File: src/rtl/valid_pair_join.sv
// valid_pair_join
// Joins two valid/ready streams. Holds one beat from A and one beat from B,
// then moves the pair into a registered output slot, so out_valid is a clean
// flop output. The hold stage and the output slot both drain and refill in
// the same cycle, which sustains one joined beat per clock.
//
// Ports
//   clk, rst              rising-edge clock, synchronous active-high reset
//   a_valid/a_ready/a_data stream A input handshake and payload
//   b_valid/b_ready/b_data stream B input handshake and payload
//   out_valid/out_ready    joined output handshake
//   out_a, out_b           payloads of the joined beat
//   pair_count             joined beats taken downstream, wraps mod 2^CNT_W
//
// Hold-stage states ({a_full, b_full})
//   state  | meaning
//   EMPTY  | no beat held
//   B_ONLY | B beat held, waiting for A
//   A_ONLY | A beat held, waiting for B
//   BOTH   | pair held, waiting for a free output slot
module valid_pair_join #(
   parameter int A_W   = 8,
   parameter int B_W   = 8,
   parameter int CNT_W = 16
) (
   input  logic             clk,
   input  logic             rst,
   input  logic             a_valid,
   output logic             a_ready,
   input  logic [A_W-1:0]   a_data,
   input  logic             b_valid,
   output logic             b_ready,
   input  logic [B_W-1:0]   b_data,
   output logic             out_valid,
   input  logic             out_ready,
   output logic [A_W-1:0]   out_a,
   output logic [B_W-1:0]   out_b,
   output logic [CNT_W-1:0] pair_count
);

   typedef enum logic [1:0] {
      EMPTY  = 2'b00,
      B_ONLY = 2'b01,
      A_ONLY = 2'b10,
      BOTH   = 2'b11
   } hold_state_t;

   hold_state_t     state;
   logic [A_W-1:0]  a_hold;
   logic [B_W-1:0]  b_hold;

   logic a_full;
   logic b_full;
   logic out_slot_free;
   logic move;
   logic a_acc;
   logic b_acc;
   logic a_full_nxt;
   logic b_full_nxt;

   assign a_full = state[1];
   assign b_full = state[0];

   // Readies depend only on registered state and out_ready, never on the
   // input valids, so no combinational path runs from a_valid/b_valid.
   assign out_slot_free = !out_valid || out_ready;
   assign move          = a_full && b_full && out_slot_free;
   assign a_ready       = !a_full || move;
   assign b_ready       = !b_full || move;
   assign a_acc         = a_valid && a_ready;
   assign b_acc         = b_valid && b_ready;

   // A same-cycle accept wins over the drain caused by move (refill).
   always_comb begin
      a_full_nxt = a_full;
      b_full_nxt = b_full;
      if (a_acc) begin
         a_full_nxt = 1'b1;
      end else if (move) begin
         a_full_nxt = 1'b0;
      end
      if (b_acc) begin
         b_full_nxt = 1'b1;
      end else if (move) begin
         b_full_nxt = 1'b0;
      end
   end

   always_ff @(posedge clk) begin
      if (rst) begin
         state      <= EMPTY;
         a_hold     <= '0;
         b_hold     <= '0;
         out_valid  <= 1'b0;
         out_a      <= '0;
         out_b      <= '0;
         pair_count <= '0;
      end else begin
         state <= hold_state_t'({a_full_nxt, b_full_nxt});
         if (a_acc) begin
            a_hold <= a_data;
         end
         if (b_acc) begin
            b_hold <= b_data;
         end
         if (move) begin
            out_valid <= 1'b1;
            out_a     <= a_hold;
            out_b     <= b_hold;
         end else if (out_valid && out_ready) begin
            out_valid <= 1'b0;
         end
         if (out_valid && out_ready) begin
            pair_count <= pair_count + 1'b1;
         end
      end
   end

endmodule
File: config.mk
export PLATFORM = sky130hd
export DESIGN_NAME = valid_pair_join
export DESIGN_NICKNAME = d
export VERILOG_FILES = /design/src/rtl/valid_pair_join.sv
export SDC_FILE = /design/constraint.sdc
export NUM_CORES = 1
export LEC_CHECK = 0
export ABC_AREA = 1
export CORE_MARGIN = 2
export CORE_UTILIZATION = 45
export CTS_BUF_LIST = sky130_fd_sc_hd__clkbuf_4
export DETAILED_ROUTE_END_ITERATION = 7
export HOLD_SLACK_MARGIN = 0.06
export PLACE_DENSITY = 0.76
export SLEW_MARGIN = 20
export SYNTH_ARGS = -nofsm -noshare
export SYNTH_HDL_FRONTEND = slang
export SYNTH_SLANG_ARGS = --single-unit
File: constraint.sdc
create_clock -name clk -period 1.4 [get_ports clk]
set_clock_uncertainty 0.05 [all_clocks]
set_input_delay 0.28 -clock clk [delete_from_list [all_inputs] [get_ports clk]]
set_output_delay 0.28 -clock clk [all_outputs]
set_load 0.01 [all_outputs]
# Word level (Yosys, flattened, before mapping)
# Index checks and enable logic that the tools add are counted.
# Widths: inputs -> output; s select.
# totals
ff_bits	51
latch_bits	0
ram_bits	0
rom_bits	0
out_inout_bits	35
elab_cells	28
mem_count	0
# op_classes
add_sub_neg	1
n_mul	0
div_mod_pow	0
magnitude_cmp	0
n_eq_ne	0
shifts	0
muxes	5
bitwise_logic	0
reduce_logical	14
# ops
cell	count
$add 16x1->16 const B	1
$reduce_bool 2->1	3
$logic_and 1x1->1	5
$mux 1	5
$logic_not 1->1	3
$logic_or 1x1->1	3

# Logic depth before layout (Yosys ltp)
# depth
depth_word	6
mapped_depth	8
ltp_nobuf	8

# Worst setup path after synthesis
# Ideal clock, no wire load.
# synth_path
kind	reg-to-reg
start	reg pair_count[0]
end	reg pair_count[14]
setup_ns	0.117
t_arrival_ns	1.160
required_time_ns	1.233
setup_slack_ns	0.073
stages_incl_launch_ff	7
path_buffers	0
path_cell_list	dfxtp_1 -> ha_1 -> nand2_1 -> nor2_1 -> nand4_1 -> o21ai_0 -> nor2_1
# synth_via
elab_chain_cells	1
# synth_rtl
element	line_no	source
start: declaration	38	output logic [CNT_W-1:0] pair_count
start signal: assignment	114	pair_count <= pair_count + 1'b1;
$add 16x1->16	114	
# No other way between the ends.
# A chain may end at the register's enable or synchronous reset.

# Worst setup path in the final report
# layout_path
start	reg state[0]
end	out a_ready
# layout_via
elab_chain_cells	3
# layout_rtl
element	line_no	source
start: declaration	48	hold_state_t state;
start signal: assignment	99	state <= hold_state_t'({a_full_nxt, b_full_nxt});
$logic_and 1x1->1 (2 in a row)	67	assign move = a_full && b_full && out_slot_free;
$logic_or 1x1->1	68	assign a_ready = !a_full || move;
end: declaration	29	output logic a_ready,
# No other way between the ends.

==> qor.csv <==
metric;value;unit
crit path max fanout;3;
Buf+Inv Stages, Crit Path;2;
Setup CP Type;flop to output port;
NumNets Final;362;
syn nets;287;
Clock Latency Late Sink;350;ps
clk slew on worst S/H paths;130;ps
Final Cycle Share;101;%
Crit Reg-Reg Startpoint;pair_count[1];
CTS Sinks;51;
CP endpoint kind;output port;
CTS Buf Count;5;
Congestion Overflow GR;0;
Syn-to-layout area delta;42.7;%
Primary FF master, synth;dfxtp_1;
WL/cell;11.2;um
core box area;0.00435;sq mm
failing checks;negative setup slack;
Worst Hold Path EP;out_valid;
root buffer cell;clkbuf_4;
final hold viol count;0;
Max VDD drop;539;uV
most frequent cells in the layout;85 x nor2_1, 36 x o21ai_0, 36 x dfxtp_1;
Synth top area share;50.2;%
FMAX;710;MHz
vias per inst;4.79;
Ports;56;
number of synthesized register bits;51;
die width;71.2;um
# port buffers;55;
Design Power;2.94;mW
DRC viols;0;
RR Endpoint;pair_count[4];
routed wire length;4410;um
MaxCap Viol Count;0;
Sequential cell area;0.00104;sq mm
slowest CP cell;dfxtp_2;
layout cell share with drive strength beyond 1;20.8;%
first-pass GRT wire length;7760;um
Yosys cell types;28;
remaining antenna violation count;0;
multi-input logic area;917;sq um
Top delay family on crit path;flip-flops;
number of synthesized flops with an enable pin;0;
total number of vias;1881;
clock buffer depth;2;
Setup Viol. Count Final;2;
WP data arrival;1080;ps
synth top area cells;dfxtp_1 50%, nor2_1 16%, o21ai_0 9.1%;
RSZ-0062 raised after global routing;yes;
area leader, netlist;dfxtp_1;
H-Tree Level Count;2;
GPL Wtd Cong;0.808;
violation count after the first detailed-route iteration;219;
worst relative slew slack;81.9;%
fin. max-slew vios;0;
vias in the first global route;1780;
status;complete, but fails checks;
Initial Util;46.7;%
Final min period;1410;ps
Slew @ Worst Pin;270;ps
Syn. warnings;0;
Critical Path Max Stage Delay;350;ps
commonest non-fill, non-tap cell in the layout;nor2_1;
cell mode on critical path;nand2_4;
post-DP HPWL;3320;um
Die ar.;0.00508;sq mm
Hold Crit Depth;4;
initial antenna violation count;0;
GRT Total Usage;19.0;%
hold buffers post-CTS;0;
power density cells;1010;mW/mm^2
CTS tree;built;
drt pass-1 iters;4;
worst hold path type;primary input to flop;
Critical Path RT;1070;ps
crit path setup slack, layout;-9.09;ps
diode count;0;
largest net degree at the start of global routing;33;
Cell Rows;24;
synthesized cell area;0.00203;sq mm
Worst R2R Setup Slack;90;ps
Die Y-Extent;71.2;um
LEAKAGE;1.35;nW
HP Start;out_ready;
startpoint types;flop;
register area share after synthesis;50.2;%
Avg Inst Size Synth;7.68;sq um
# fillers;375;
CP Cell Sequence;nand2_2, inv_2, nand2_4, nand2_4, buf_6;
Reg2Reg Depth;6;
pre-CTS setup slack;-503;ps
asr flop ratio synth;0;%
Post-Synthesis Cells;265;
-- cell families (layout without fill, tap and decap cells) --
logic type                 after synthesis  in the layout  share of synthesized area (%)
AOI/OAI and AO/OA                       50             50                           12.5
xor gates and xnor gates                 1              1                          0.431
adders and majority gates                1              1                          0.615
buffers and inverters                   27            103                           5.78
DFF                                     51             51                           50.2
and+or+nand+nor                        135            135                           30.4
-- cell type report --
type                            count  area share [%]
Clock buffer                        6            1.55
Clock inverter                      2            2.07
Inverter                           20            2.76
Multi-Input combinational cell    187            31.6
Sequential cell                    51            36.0
Tap cell                           52            2.24
Timing Repair Buffer               75            23.8
-- state kept, by name (all words and copies together) (netlist names) --
signal and cells:
b_hold 8, out_b 8, pair_count 16, a_hold 8, out_valid 1, out_a 8
state 2
-- worst reg2reg max path: stages, from the launching register on --
cell      delay [ps]
dfxtp_2          370
ha_1             180
nand2_2           90
nor2_4           150
buf_12           120
a21oi_1           50
a211oi_1         200
-- cells in the mapped netlist, types with 3 or more instances --
| library cell | instances |
|---|---|
| nor2_4 | 3 |
| dfxtp_1 | 51 |
| nand4_1 | 3 |
| inv_1 | 14 |
| a21oi_1 | 10 |
| inv_2 | 4 |
| nor2_1 | 86 |
| nand2_4 | 6 |
| nand2_1 | 20 |
| o21ai_0 | 37 |
| nand3_1 | 8 |
-- power by group --
part	switching, mW	internal (mW)	total [mW]
combinational	0.180	0.184	0.364
clock	0.442	0.577	1.02
sequential	0.0334	1.52	1.56
-- what timing repair did --
action,in CTS,in global routing
resized for setup,62,10
setup buffers,0,1
pin swaps,0,3
endpoints found under the setup margin,35,9
-- how the worst max path moves through the flow --
stage                     cells after the start              to           from
after floorplan                               6  pair_count[14]  pair_count[0]
after global placement                        6         b_ready      out_ready
after detailed placement                      6         a_ready      out_ready
after CTS                                     5         a_ready       state[1]
after global routing                          5         a_ready       state[0]
final                                         5         a_ready       state[0]
-- layer usage --
layer / share of wire (%) / vias to the layer above / track usage (%)
met2: 50 / 48 / 33.7
met5: 0 / - / 0
met1: 43 / 822 / 22.8
met4: 1.5 / 0 / 5.24
met3: 5.6 / 7 / 4.64
li1: - / 1004 / -
-- through the flow --
stage	setup TNS, ps	utilization, %	cells	instance area [sq um]	hold WS (ps)
3_3_place_gp	-11520	64.1	384	2790	408
3_5_place_dp	-13440	64.1	384	2790	417
5_1_grt	-182	66.7	393	2900	340
4_1_cts	-51.3	66.1	392	2880	301
6_report	-10.9	66.7	393	2900	318
2_1_floorplan	0	-	265	2030	394
Note: power is estimated with default switching activity, not from simulation.
